===== config.mk =====
export PLATFORM = sky130hd
export DESIGN_NAME = adder_result_stage
export DESIGN_NICKNAME = d
export VERILOG_FILES = /design/src/rtl/adder_pkg.sv /design/src/rtl/sync_fifo.sv /design/src/rtl/adder_result_stage.sv
export SDC_FILE = /design/constraint.sdc
export NUM_CORES = 1
export LEC_CHECK = 0
export BUFFER_PORTS_ARGS = -buffer_cell sky130_fd_sc_hd__buf_4
export CAP_MARGIN = 20
export CORE_AREA = 2 2 95 120
export DETAILED_ROUTE_END_ITERATION = 6
export DIE_AREA = 0 0 97 122
export GPL_TIMING_DRIVEN = 0
export PLACE_DENSITY = 0.83
export SLEW_MARGIN = 10
export SYNTH_ARGS = -nofsm -noshare
export SYNTH_HDL_FRONTEND = slang
export SYNTH_HIERARCHICAL = 1
export SYNTH_SLANG_ARGS = --single-unit

===== constraint.sdc =====
create_clock -name clk -period 5.7 [get_ports clk]
set_input_delay 0.57 -clock clk [delete_from_list [all_inputs] [get_ports clk]]
set_output_delay 0.57 -clock clk [all_outputs]
set_load 0.02 [all_outputs]

===== src/rtl/adder_pkg.sv =====
// Shared types and helpers for the adder family and its result stage.
//   ADDER_WIDTH : datapath width of the combinational adders
//   result_t    : one buffered adder result {carry, ovf, sum}
//   signed_ovf  : two's-complement overflow from the operand/sum sign bits
package adder_pkg;

    localparam int ADDER_WIDTH = 32;

    typedef struct packed {
        logic                   carry;
        logic                   ovf;
        logic [ADDER_WIDTH-1:0] sum;
    } result_t;

    // Overflow happens only when both operands share a sign and the sum's sign differs.
    function automatic logic signed_ovf(input logic a_msb, input logic b_msb, input logic s_msb);
        return (a_msb == b_msb) && (s_msb != a_msb);
    endfunction

endpackage


===== src/rtl/sync_fifo.sv =====
// Small synchronous FIFO with a registered head.
//   clk, rst    : clock, synchronous active-high reset (empties the FIFO)
//   push, pop   : write din / retire head; ignored when full / empty respectively
//   din         : entry written on push
//   full, empty : registered occupancy flags
//   head        : registered oldest entry, all-zero while empty
module sync_fifo #(
    parameter int WIDTH_D = 34,
    parameter int DEPTH   = 2
) (
    input  logic               clk,
    input  logic               rst,
    input  logic               push,
    input  logic               pop,
    input  logic [WIDTH_D-1:0] din,
    output logic               full,
    output logic               empty,
    output logic [WIDTH_D-1:0] head
);

    localparam int AW = $clog2(DEPTH);
    localparam int CW = AW + 1;

    logic [WIDTH_D-1:0] mem_r [DEPTH];
    logic [AW-1:0]      wr_ptr_r;
    logic [AW-1:0]      rd_ptr_r;
    logic [CW-1:0]      count_r;
    logic [WIDTH_D-1:0] head_r;
    logic               full_r;
    logic               empty_r;

    logic               push_s;
    logic               pop_s;
    logic [CW-1:0]      count_nxt_s;
    logic [CW-1:0]      after_pop_s;
    logic [AW-1:0]      rd_nxt_s;
    logic [WIDTH_D-1:0] head_nxt_s;

    assign push_s = push & ~full_r;
    assign pop_s  = pop & ~empty_r;

    // Next occupancy and next head; the head register is loaded one edge ahead so it is
    // valid right after the push edge. When the FIFO is drained by this pop (or was empty),
    // the only candidate for the new head is the entry being pushed now.
    always_comb begin
        after_pop_s = count_r - {{(CW-1){1'b0}}, pop_s};
        count_nxt_s = after_pop_s + {{(CW-1){1'b0}}, push_s};
        rd_nxt_s    = rd_ptr_r + {{(AW-1){1'b0}}, pop_s};
        if (count_nxt_s == {CW{1'b0}}) begin
            head_nxt_s = {WIDTH_D{1'b0}};
        end else if (after_pop_s == {CW{1'b0}}) begin
            head_nxt_s = din;
        end else begin
            head_nxt_s = mem_r[rd_nxt_s];
        end
    end

    // Pointers, occupancy, flags and head register; pointers wrap naturally (DEPTH is a power of two).
    always_ff @(posedge clk) begin
        if (rst) begin
            wr_ptr_r <= {AW{1'b0}};
            rd_ptr_r <= {AW{1'b0}};
            count_r  <= {CW{1'b0}};
            head_r   <= {WIDTH_D{1'b0}};
            full_r   <= 1'b0;
            empty_r  <= 1'b1;
        end else begin
            wr_ptr_r <= wr_ptr_r + {{(AW-1){1'b0}}, push_s};
            rd_ptr_r <= rd_nxt_s;
            count_r  <= count_nxt_s;
            head_r   <= head_nxt_s;
            full_r   <= (count_nxt_s == CW'(DEPTH));
            empty_r  <= (count_nxt_s == {CW{1'b0}});
        end
    end

    // Storage array; contents need no reset because the head is qualified by occupancy.
    always_ff @(posedge clk) begin
        if (push_s) begin
            mem_r[wr_ptr_r] <= din;
        end else begin
            mem_r[wr_ptr_r] <= mem_r[wr_ptr_r];
        end
    end

    assign full  = full_r;
    assign empty = empty_r;
    assign head  = head_r;

endmodule


===== src/rtl/adder_result_stage.sv =====
// Registered result stage behind the 32-bit combinational adders.
// Captures {carry, sum} with a derived signed-overflow flag into a small FIFO under a
// valid/ready handshake, and keeps saturating transaction / overflow statistics.
//   clk, rst                       : clock, synchronous active-high reset
//   in_valid_i / in_ready_o        : upstream handshake (ready = FIFO not full)
//   add1_i, add2_i, sum_i, carry_i : operands and the adder's result
//   out_valid_o / out_ready_i      : downstream handshake on the FIFO head
//   sum_o, carry_o, overflow_o     : head result (zero while empty)
//   clr_stats_i                    : synchronous counter clear
//   txn_count_o, ovf_count_o       : saturating accepted / overflowed counts
// WIDTH must equal adder_pkg::ADDER_WIDTH since entries are stored as result_t.
module adder_result_stage
    import adder_pkg::*;
#(
    parameter int WIDTH = ADDER_WIDTH,
    parameter int DEPTH = 2,
    parameter int CNT_W = 16
) (
    input  logic             clk,
    input  logic             rst,
    input  logic             in_valid_i,
    output logic             in_ready_o,
    input  logic [WIDTH-1:0] add1_i,
    input  logic [WIDTH-1:0] add2_i,
    input  logic [WIDTH-1:0] sum_i,
    input  logic             carry_i,
    output logic             out_valid_o,
    input  logic             out_ready_i,
    output logic [WIDTH-1:0] sum_o,
    output logic             carry_o,
    output logic             overflow_o,
    input  logic             clr_stats_i,
    output logic [CNT_W-1:0] txn_count_o,
    output logic [CNT_W-1:0] ovf_count_o
);

    logic             push_s;
    logic             pop_s;
    logic             full_s;
    logic             empty_s;
    result_t          entry_s;
    result_t          head_s;
    logic [CNT_W-1:0] txn_cnt_r;
    logic [CNT_W-1:0] ovf_cnt_r;

    // Only the operand sign bits matter for overflow detection.
    logic unused_operand_bits_s;
    assign unused_operand_bits_s = ^{add1_i[WIDTH-2:0], add2_i[WIDTH-2:0]};

    assign in_ready_o  = ~full_s;
    assign out_valid_o = ~empty_s;
    assign push_s      = in_valid_i & ~full_s;
    assign pop_s       = ~empty_s & out_ready_i;

    assign entry_s.carry = carry_i;
    assign entry_s.ovf   = signed_ovf(add1_i[WIDTH-1], add2_i[WIDTH-1], sum_i[WIDTH-1]);
    assign entry_s.sum   = sum_i;

    sync_fifo #(
        .WIDTH_D ($bits(result_t)),
        .DEPTH   (DEPTH)
    ) u_fifo (
        .clk   (clk),
        .rst   (rst),
        .push  (push_s),
        .pop   (pop_s),
        .din   (entry_s),
        .full  (full_s),
        .empty (empty_s),
        .head  (head_s)
    );

    assign sum_o      = head_s.sum;
    assign carry_o    = head_s.carry;
    assign overflow_o = head_s.ovf;

    // Saturating statistics; a clear still counts the push of the same cycle.
    always_ff @(posedge clk) begin
        if (rst) begin
            txn_cnt_r <= {CNT_W{1'b0}};
            ovf_cnt_r <= {CNT_W{1'b0}};
        end else if (clr_stats_i) begin
            txn_cnt_r <= {{(CNT_W-1){1'b0}}, push_s};
            ovf_cnt_r <= {{(CNT_W-1){1'b0}}, push_s & entry_s.ovf};
        end else begin
            if (push_s && (txn_cnt_r != {CNT_W{1'b1}})) begin
                txn_cnt_r <= txn_cnt_r + {{(CNT_W-1){1'b0}}, 1'b1};
            end else begin
                txn_cnt_r <= txn_cnt_r;
            end
            if (push_s && entry_s.ovf && (ovf_cnt_r != {CNT_W{1'b1}})) begin
                ovf_cnt_r <= ovf_cnt_r + {{(CNT_W-1){1'b0}}, 1'b1};
            end else begin
                ovf_cnt_r <= ovf_cnt_r;
            end
        end
    end

    assign txn_count_o = txn_cnt_r;
    assign ovf_count_o = ovf_cnt_r;

endmodule


Word level (Yosys, flattened, before mapping). Memories as Yosys holds them, arrays and structs flattened. Cells that the tools add are included.

Bitwise operators: 8. Muxes and demuxes: 9. Eq/ne operators: 6. $add $sub $neg: 6. Reductions and logical operators: 11.

Operator list (number): $mux W34 (2); $add A16 B1 Y16 const B (2); $ne A16 B16 Y1 const B (2); $mux W1 (7); $and A1 B1 Y1 (5); $logic_and A1 B1 Y1 (4); $logic_not A2 Y1 (2); $reduce_bool A2 Y1 (2); $reduce_or A2 Y1 (2); $add A1 B1 Y1 (2); $add A2 B1 Y2 (1); $eq A2 B2 Y1 const B (1); $not A1 Y1 (2); $reduce_and A2 Y1 (1); $sub A2 B1 Y2 (1); $eq A1 B1 Y1 (1); $ne A0 B0 Y1 (1); $ne A1 B1 Y1 (1); $or A1 B1 Y1 (1).

Register bits after elaboration: 72. Bits in writable memories: 68. Bits of input ports: 102. Logic and storage cells: 51. Memories: 1. Output and inout port bits: 68.

Memories: u_fifo.mem_r (depth 2, width 34, rd ports 1, clocked after Yosys merged registers in 0, write ports 1, line sync_fifo.sv:24) `logic [WIDTH_D-1:0] mem_r [DEPTH];`.

Longest topological paths before layout. Gate-level depths: netlist of the first run.

Depth in word-level cells: 7. Depth in mapped cells: 10. Mapped depth without buffers: 8.

Modules after synthesis. Netlist of the first run, hierarchy kept.

Modules (own cells, without submodules): sync_fifo (seq. area each 2842.7 sq um, area an instance 3957.5 sq um, instances 1, cells an instance 283); adder_result_stage (seq. area each 640.6 sq um, area an instance 1780.5 sq um, instances 1, cells an instance 211).

Worst setup path after synthesis of the first run. No wires, ideal clock.

Kind: input-to-reg. Start: input in_valid_i. End: memory u_fifo.mem_r[1][0] (enable). Setup slack: 3.441 ns. Buffers on the path: 0. Setup time: 0.394 ns. Arrival time: 1.865 ns. Data required time: 5.306 ns. Stages on the path: 4. Cell sequence: nand2b_4 > inv_2 > nor2b_1 > ha_1.

Word-level cells in the longest chain between the ends: 5. Elaborated cells between the ends (all ways): 7. Classes of those cells: 3 x mux; 3 x bitwise; 1 x reduce/logical.

RTL lines: from (decl) (line adder_result_stage.sv:21) `input logic in_valid_i,`; $and A1 B1 Y1 * (line adder_result_stage.sv:52) `assign push_s = in_valid_i & ~full_s;`; via push_s (line adder_result_stage.sv:37) `logic push_s;`; $and A1 B1 Y1 * (line sync_fifo.sv:39) `assign push_s = push & ~full_r;`; $mux W1, on equally long branches (line sync_fifo.sv:79, sync_fifo.sv:82); $mux W1 (implied by the code) or $reduce_and A2 Y1 (tied branches); $or A1 B1 Y1 (no line) *; to (decl) (line sync_fifo.sv:24).

The timed path passes the listed nets; every way through them passes the cells marked *.

Worst setup path in the final report of the first run.
Start: register u_fifo.empty_r (netlist: u_fifo/empty). End: register u_fifo.head_r[10] (netlist: u_fifo/head[10]).

Word-level cells in the longest chain between the ends: 7. Elaborated cells between the ends (all ways): 11. Classes of those cells: 3 x add/sub; 1 x mux; 3 x bitwise; 3 x reduce/logical; 1 x memory.

RTL lines: from (decl) (line sync_fifo.sv:30) `logic empty_r;`; from (signal assigned) (line sync_fifo.sv:73) `empty_r <= (count_nxt_s == {CW{1'b0}});`; $not A1 Y1 * (line adder_result_stage.sv:53) `assign pop_s = ~empty_s & out_ready_i;`; $and A1 B1 Y1 * (line adder_result_stage.sv:53); via pop_s (line adder_result_stage.sv:38) `logic pop_s;`; $and A1 B1 Y1 * (line sync_fifo.sv:40) `assign pop_s = pop & ~empty_r;`; $sub A2 B1 Y2 (line sync_fifo.sv:46) `after_pop_s = count_r - {{(CW-1){1'b0}}, pop_s};`; $add A2 B1 Y2 (line sync_fifo.sv:47) `count_nxt_s = after_pop_s + {{(CW-1){1'b0}}, push_s};`; $logic_not A2 Y1 (line sync_fifo.sv:49) `if (count_nxt_s == {CW{1'b0}}) begin`; $reduce_or A2 Y1 (no line); to (signal assigned) (line sync_fifo.sv:64) `head_r <= {WIDTH_D{1'b0}};`; to (signal assigned) (line sync_fifo.sv:71) `head_r <= head_nxt_s;`; to (decl) (line sync_fifo.sv:28) `logic [WIDTH_D-1:0] head_r;`.

Marked as above. A chain may end at the register's enable or synchronous reset.

==> results.cfg, run 1 <==
[final_layout]
areaGrowthSynthToFinish_pct = 29.3
mostFrequentLayoutCell = buf_4
drive_gt1_frac = 0.320
mostFrequentLayoutCells = buf_4, dfxtp_1, edfxtp_1
fillers = 792
num_antenna_cells = 0
final_nets = 730

[yosys]
ys_seq_area_frac = 0.607
synth_edf_count = 68
syn_avg_cell_area_um2 = 11.6
synth_fa_ha_area_frac = 0.0131
synth_warnings = 6
synth_flop_cell = dfxtp_1
synthCells = 494
synth_compound_area_frac = 0.161
synth_nets = 602
async_flop_share = 0
synth_top_family_by_area = simple AND/OR/NAND/NOR gates
synth-seq-cells = 140
synthMuxAreaShare = 0.0140
yosys.area_share.simple = 0.163
ys_types = 52
synth_xor_area_frac = 0.0100
synth_area_mm2 = 0.00574

[power_and_ir_drop]
swShare = 0.330
pwr-share-clk = 0.315
p_leak_uw = 0.00277
intPower_uw = 2520
switching_power_uw = 1240
p_seq_frac = 0.365
ir_drop_mv = 0.241
pwr-share-comb = 0.320
power_density_mw_per_mm2 = 508

[worst_setup_path]
r2r_setup_slack_ns = 3.46
worstSetupEndpoint = u_fifo/head[10]
end_kind = flop
rr_worst_depth = 8
timing.rr.end = u_fifo/head[10]
timing.rr.start = u_fifo/empty
cp_data_arrival_time_ns = 2.56
crit_family = simple AND/OR/NAND/NOR gates
path_cells = nor2b_1 -> nor2b_4 -> ha_1 -> xnor2_2 -> nand2_1 -> clkbuf_1 -> nor2_1 -> a211oi_2
cp-start-kind = flop
cp.depth = 8
max_stage_delay_ns = 0.46
crit_fanout = 10
startpoint = u_fifo/empty
path_buf_inv = 1
slowest_stage = clkbuf_1
cp.required_ns = 6.02
worst-setup-path-type = reg2reg

[drt]
drt_first_pass_iters = 4
drt_iter0_markers = 254
drc = 0
ant_nets = 0
num_vias = 4434
wl_um = 13100
wl_per_cell_um = 17.1
vias_per_cell = 5.76

[sta]
relSlewSlack = 0.595
worst_slew_pin_slew_ns = 0.603
finClkSkew_ns = 0.0117
rsz0062_at_grt = no
slew_viol_final = 0
min_period_ns = 2.24
setup_tns_ns = 0
fin_crit_sh = 0.392
finalHoldViolCount = 0
setup_viol = 0
fmax_mhz = 447
timing.hold.ws_ns = 0.360

[cts]
clockRootBuffer = clkbuf_16
cts_made_buffers = 17
clk_pin_slew_ns = 0.06
cts_tree = yes
hold_buffers = 0
clk_path_buf_depth = 2
ctsResizeCount = 0
clock_latency_ns = 0.41
numClockSinks = 140
post_cts_buffers = 0
htreeDepth = 4

[die]
die_w_um = 97
start_util = 0.531
core_mm2 = 0.0108
fp-row-count = 43
io_pins = 170
dieArea_mm2 = 0.0118
die_h_um = 122

[global_route]
grt_pass1_wl_um = 21200
track_usage = 0.224
grt_max_degree = 20
antenna_found_initial = 0
grt_pass1_vias = 4347
gr-total-overflow = 0

[outcome]
outcome = completed

[placement]
gp_congestion = 0.882
dpl.hpwl_um = 9050
numPortBuffers = 107

[flow_run]
cap_viol_max_count = 0

[hold_path]
hold_class = in2reg
[Yosys cell counts, types with 10 or more instances]
| master | instances | share of area |
|---|---|---|
| or4_1 | 13 | 0.017 |
| nand2_1 | 57 | 0.037 |
| clkbuf_1 | 10 | 0.0065 |
| buf_2 | 11 | 0.0096 |
| o31ai_1 | 11 | 0.014 |
| edfxtp_1 | 68 | 0.36 |
| a211oi_2 | 29 | 0.063 |
| a21oi_1 | 52 | 0.045 |
| nor2_1 | 44 | 0.029 |
| dfxtp_1 | 72 | 0.25 |
| or3_1 | 15 | 0.016 |
[worst min-delay path by stage]
stage,from,endpoint,slack [ns],depth (start not counted)
final,sum_i[9],u_fifo/mem_r[1][9],0.36,1
after floorplan,u_fifo/mem_r[1][27],u_fifo/head[27],0.50,2
after detailed placement,ovf_count_o[12],ovf_count_o[12],0.50,2
after CTS,sum_i[9],u_fifo/mem_r[0][9],0.34,1
after global routing,sum_i[9],u_fifo/mem_r[0][9],0.34,1
after global placement,txn_count_o[15],txn_count_o[15],0.48,2
[sequential cells by signal, indices dropped and copies added (netlist names)]
register         count
ovf_count_o         16
txn_count_o         16
u_fifo/count_r       2
u_fifo/empty         1
u_fifo/full          1
u_fifo/head         34
u_fifo/mem_r        68
u_fifo/rd_ptr_r      1
u_fifo/wr_ptr_r      1
[power by group through the flow]
stage	registers, µW	clock network [µW]	logic (µW)
floorplan	1470	0	711
global placement	1390	0	1130
detailed placement	1400	0	1210
CTS	1380	1200	1220
global route	1390	1240	1320
finish	1380	1180	1210
[stage by stage]
stage / cell area (µm²) / total power [µW] / instances / worst slack [ns] / utilization
finish: 7420 / 3760 / 770 / 3.46 / 0.686
global placement: 6710 / 2520 / 736 / 2.72 / 0.621
global route: 7420 / 3950 / 770 / 3.32 / 0.686
detailed placement: 6770 / 2600 / 738 / 3.22 / 0.626
CTS: 7420 / 3800 / 770 / 3.45 / 0.686
floorplan: 5740 / 2180 / 494 / 3.44 / -
[area by class of cell]
class                      count  area [µm²]  share of cell area
buffer                        27         153              0.0206
clock buffer                  18         429              0.0579
clock inverter                14         218              0.0294
inverter                       8        30.0             0.00405
multi-input combinational    319        2080               0.280
sequential                   140        3480               0.470
tap                          135         169              0.0228
timing repair buffer         109         858               0.116
[cell families after synthesis]
logic type               Yosys count
AO/OA/AOI/OAI                    122
XOR/XNOR                           4
adder cells (fa/ha/maj)            6
buffers and inverters             35
flip-flops                       140
multiplexers                       8
AND/OR/NAND/NOR                  179
[per-layer routing]
metal  wire (µm)  GRT usage  vias up
met5           0          0        -
li1            -          -     2114
met1        5160      0.259     2137
met2        7050      0.412      169
met4         146     0.0722        0
met3         791     0.0505       14
Note: power is estimated with default switching activity, not from simulation.
==> inputs of run 2 (changes only) <==
- CORE_AREA: 2 2 95 120 -> 2 2 98 124
- DIE_AREA: 0 0 97 122 -> 0 0 100 126
- PLACE_DENSITY: 0.83 -> 0.78
- clock period: 5.7 -> 2.2 ns (I/O delays scaled with it)
==> run 2 against run 1 <==
Against the previous run: the run now ends with DRC left; first-iteration DRC count fell by 18%; combinational power rose to 2.6 times the previous value; clock skew fell by 0.00070 ns; utilization fell by 3.2 points; via count rose by 1.2%; global-route usage fell by 1.4 points; design area rose by 0.98%; non-clock buffer count rose by 8; flip-flop and latch count did not move; clock-buffer cell count fell by 1; fmax rose by 6.6%; register-to-register slack got worse by 3.4 ns.
==> results.cfg, run 2 (synthesized netlist as in run 1, its figures left out) <==
[outcome]
outcome = complete, but fails checks
violations = DRC

[die]
core_mm2 = 0.0115
die_h_um = 126
start_util = 0.501
fp-row-count = 44
dieArea_mm2 = 0.0126
die_w_um = 100
io_pins = 170

[cts]
clockRootBuffer = clkbuf_16
numClockSinks = 140
cts_tree = yes
clock_latency_ns = 0.40
cts_made_buffers = 17
htreeDepth = 4
clk_path_buf_depth = 2
clk_pin_slew_ns = 0.06

[hold_path]
hold_class = in2reg

[sta]
setup_tns_ns = 0
finalHoldViolCount = 0
finClkSkew_ns = 0.0109
slew_viol_final = 0
worst_slew_pin_slew_ns = 0.611
setup_viol = 0
fin_crit_sh = 0.953
relSlewSlack = 0.590
fmax_mhz = 477
min_period_ns = 2.10

[worst_setup_path]
end_kind = flop
crit_fanout = 10
worst-setup-path-type = reg2reg
cp.required_ns = 2.51
cp-start-kind = flop
cp_data_arrival_time_ns = 2.41

[final_layout]
mostFrequentLayoutCell = buf_4
drive_gt1_frac = 0.327
largest_register_ffs = 68
fillers = 900
areaGrowthSynthToFinish_pct = 30.5
final_cells = 781
num_antenna_cells = 0
top_register = u_fifo/mem_r
final_nets = 738
mostFrequentLayoutCells = buf_4, dfxtp_1, edfxtp_1

[placement]
gp_congestion = 0.835
numPortBuffers = 107
place_inst = 741
dpl.hpwl_um = 8950

[global_route]
track_usage = 0.210
grt_max_degree = 25
antenna_found_initial = 0
grt_pass1_wl_um = 21000
grt_pass1_vias = 4459
gr-total-overflow = 0

[power_and_ir_drop]
power_density_mw_per_mm2 = 1300
p_leak_uw = 0.00280
p_total_uw = 9720
ir_drop_mv = 0.546

[flow_run]
cap_viol_max_count = 0

[drt]
num_vias = 4487
drt_first_pass_iters = 7
ant_nets = 0
vias_per_cell = 5.75
wl_um = 13400
wl_per_cell_um = 17.1
drc = 8
drt_iter0_markers = 208
==> run 2: changes by cell type in the layout (fill, tap and decap cells not counted), sizes merged <==
cell / change
inv: +1
buf: +1
bufinv: -1
clkbuf: -1
clkinvlp: +1
dlygate4sd3: +7
==> run 2: what timing repair did <==
| action | CTS | global route |
|---|---|---|
| resized for setup | 0 | 11 |
| setup buffers | 0 | 1 |
| hold endpoints to repair | 12 | 1 |
| setup endpoints to repair | 0 | 31 |
| hold buffers | 6 | 1 |
==> run 2: critical path, stage by stage (launching register included) <==
cell      delay [ns]
dfxtp_1         0.40
nand2b_4        0.20
inv_2           0.10
nor2b_2         0.19
ha_1            0.22
xor2_2          0.20
a21o_1          0.21
buf_6           0.14
buf_6           0.16
a211oi_4        0.18
==> run 2: where the power goes <==
part / internal [µW] / switching, µW / leakage [µW] / total (µW)
clock network: 1890 / 1060 / 0.000295 / 2950
registers: 3390 / 175 / 0.00122 / 3560
logic: 1160 / 2040 / 0.00128 / 3200
==> run 2: layer usage <==
layer  routed length (µm)  vias to the layer above  GRT usage
li1                     -                     2122          -
met1                 5290                     2194      0.248
met2                 7160                      163      0.375
met3                  827                        8     0.0477
met4                   96                        0     0.0701
met5                    0                        -          0
==> run 2: layout make-up <==
class                   count  area (µm²)  area share
clock buffers              17         425      0.0568
well taps                 138         173      0.0231
plain buffers              27         156      0.0209
multi-input cells         319        2090       0.280
flip-flops and latches    140        3490       0.466
inverters                   8        30.0     0.00401
clock inverters            15         195      0.0261
repair buffers            117         928       0.124
==> run 2: final timing paths <==
path,cells past startpoint,slack [ns],startpoint,endpoint
hold reg to reg,2,0.50,ovf_count_o[8],ovf_count_o[8]
setup / recovery,9,0.10,u_fifo/full,u_fifo/head[17]
setup reg to reg,9,0.10,u_fifo/full,u_fifo/head[17]
hold / removal,1,0.01,sum_i[15],u_fifo/mem_r[0][15]
==> run 2: per-stage QoR <==
step                hold slack, ns  worst slack, ns   util  area, µm²
finish                      0.0117            0.103  0.654       7490
global route              0.000550         -0.00577  0.654       7490
detailed placement           0.415           0.0657  0.591       6770
CTS                       0.000264          0.00436  0.650       7450
global placement             0.415           -0.556  0.586       6710
floorplan                    0.287            0.116      -       5740
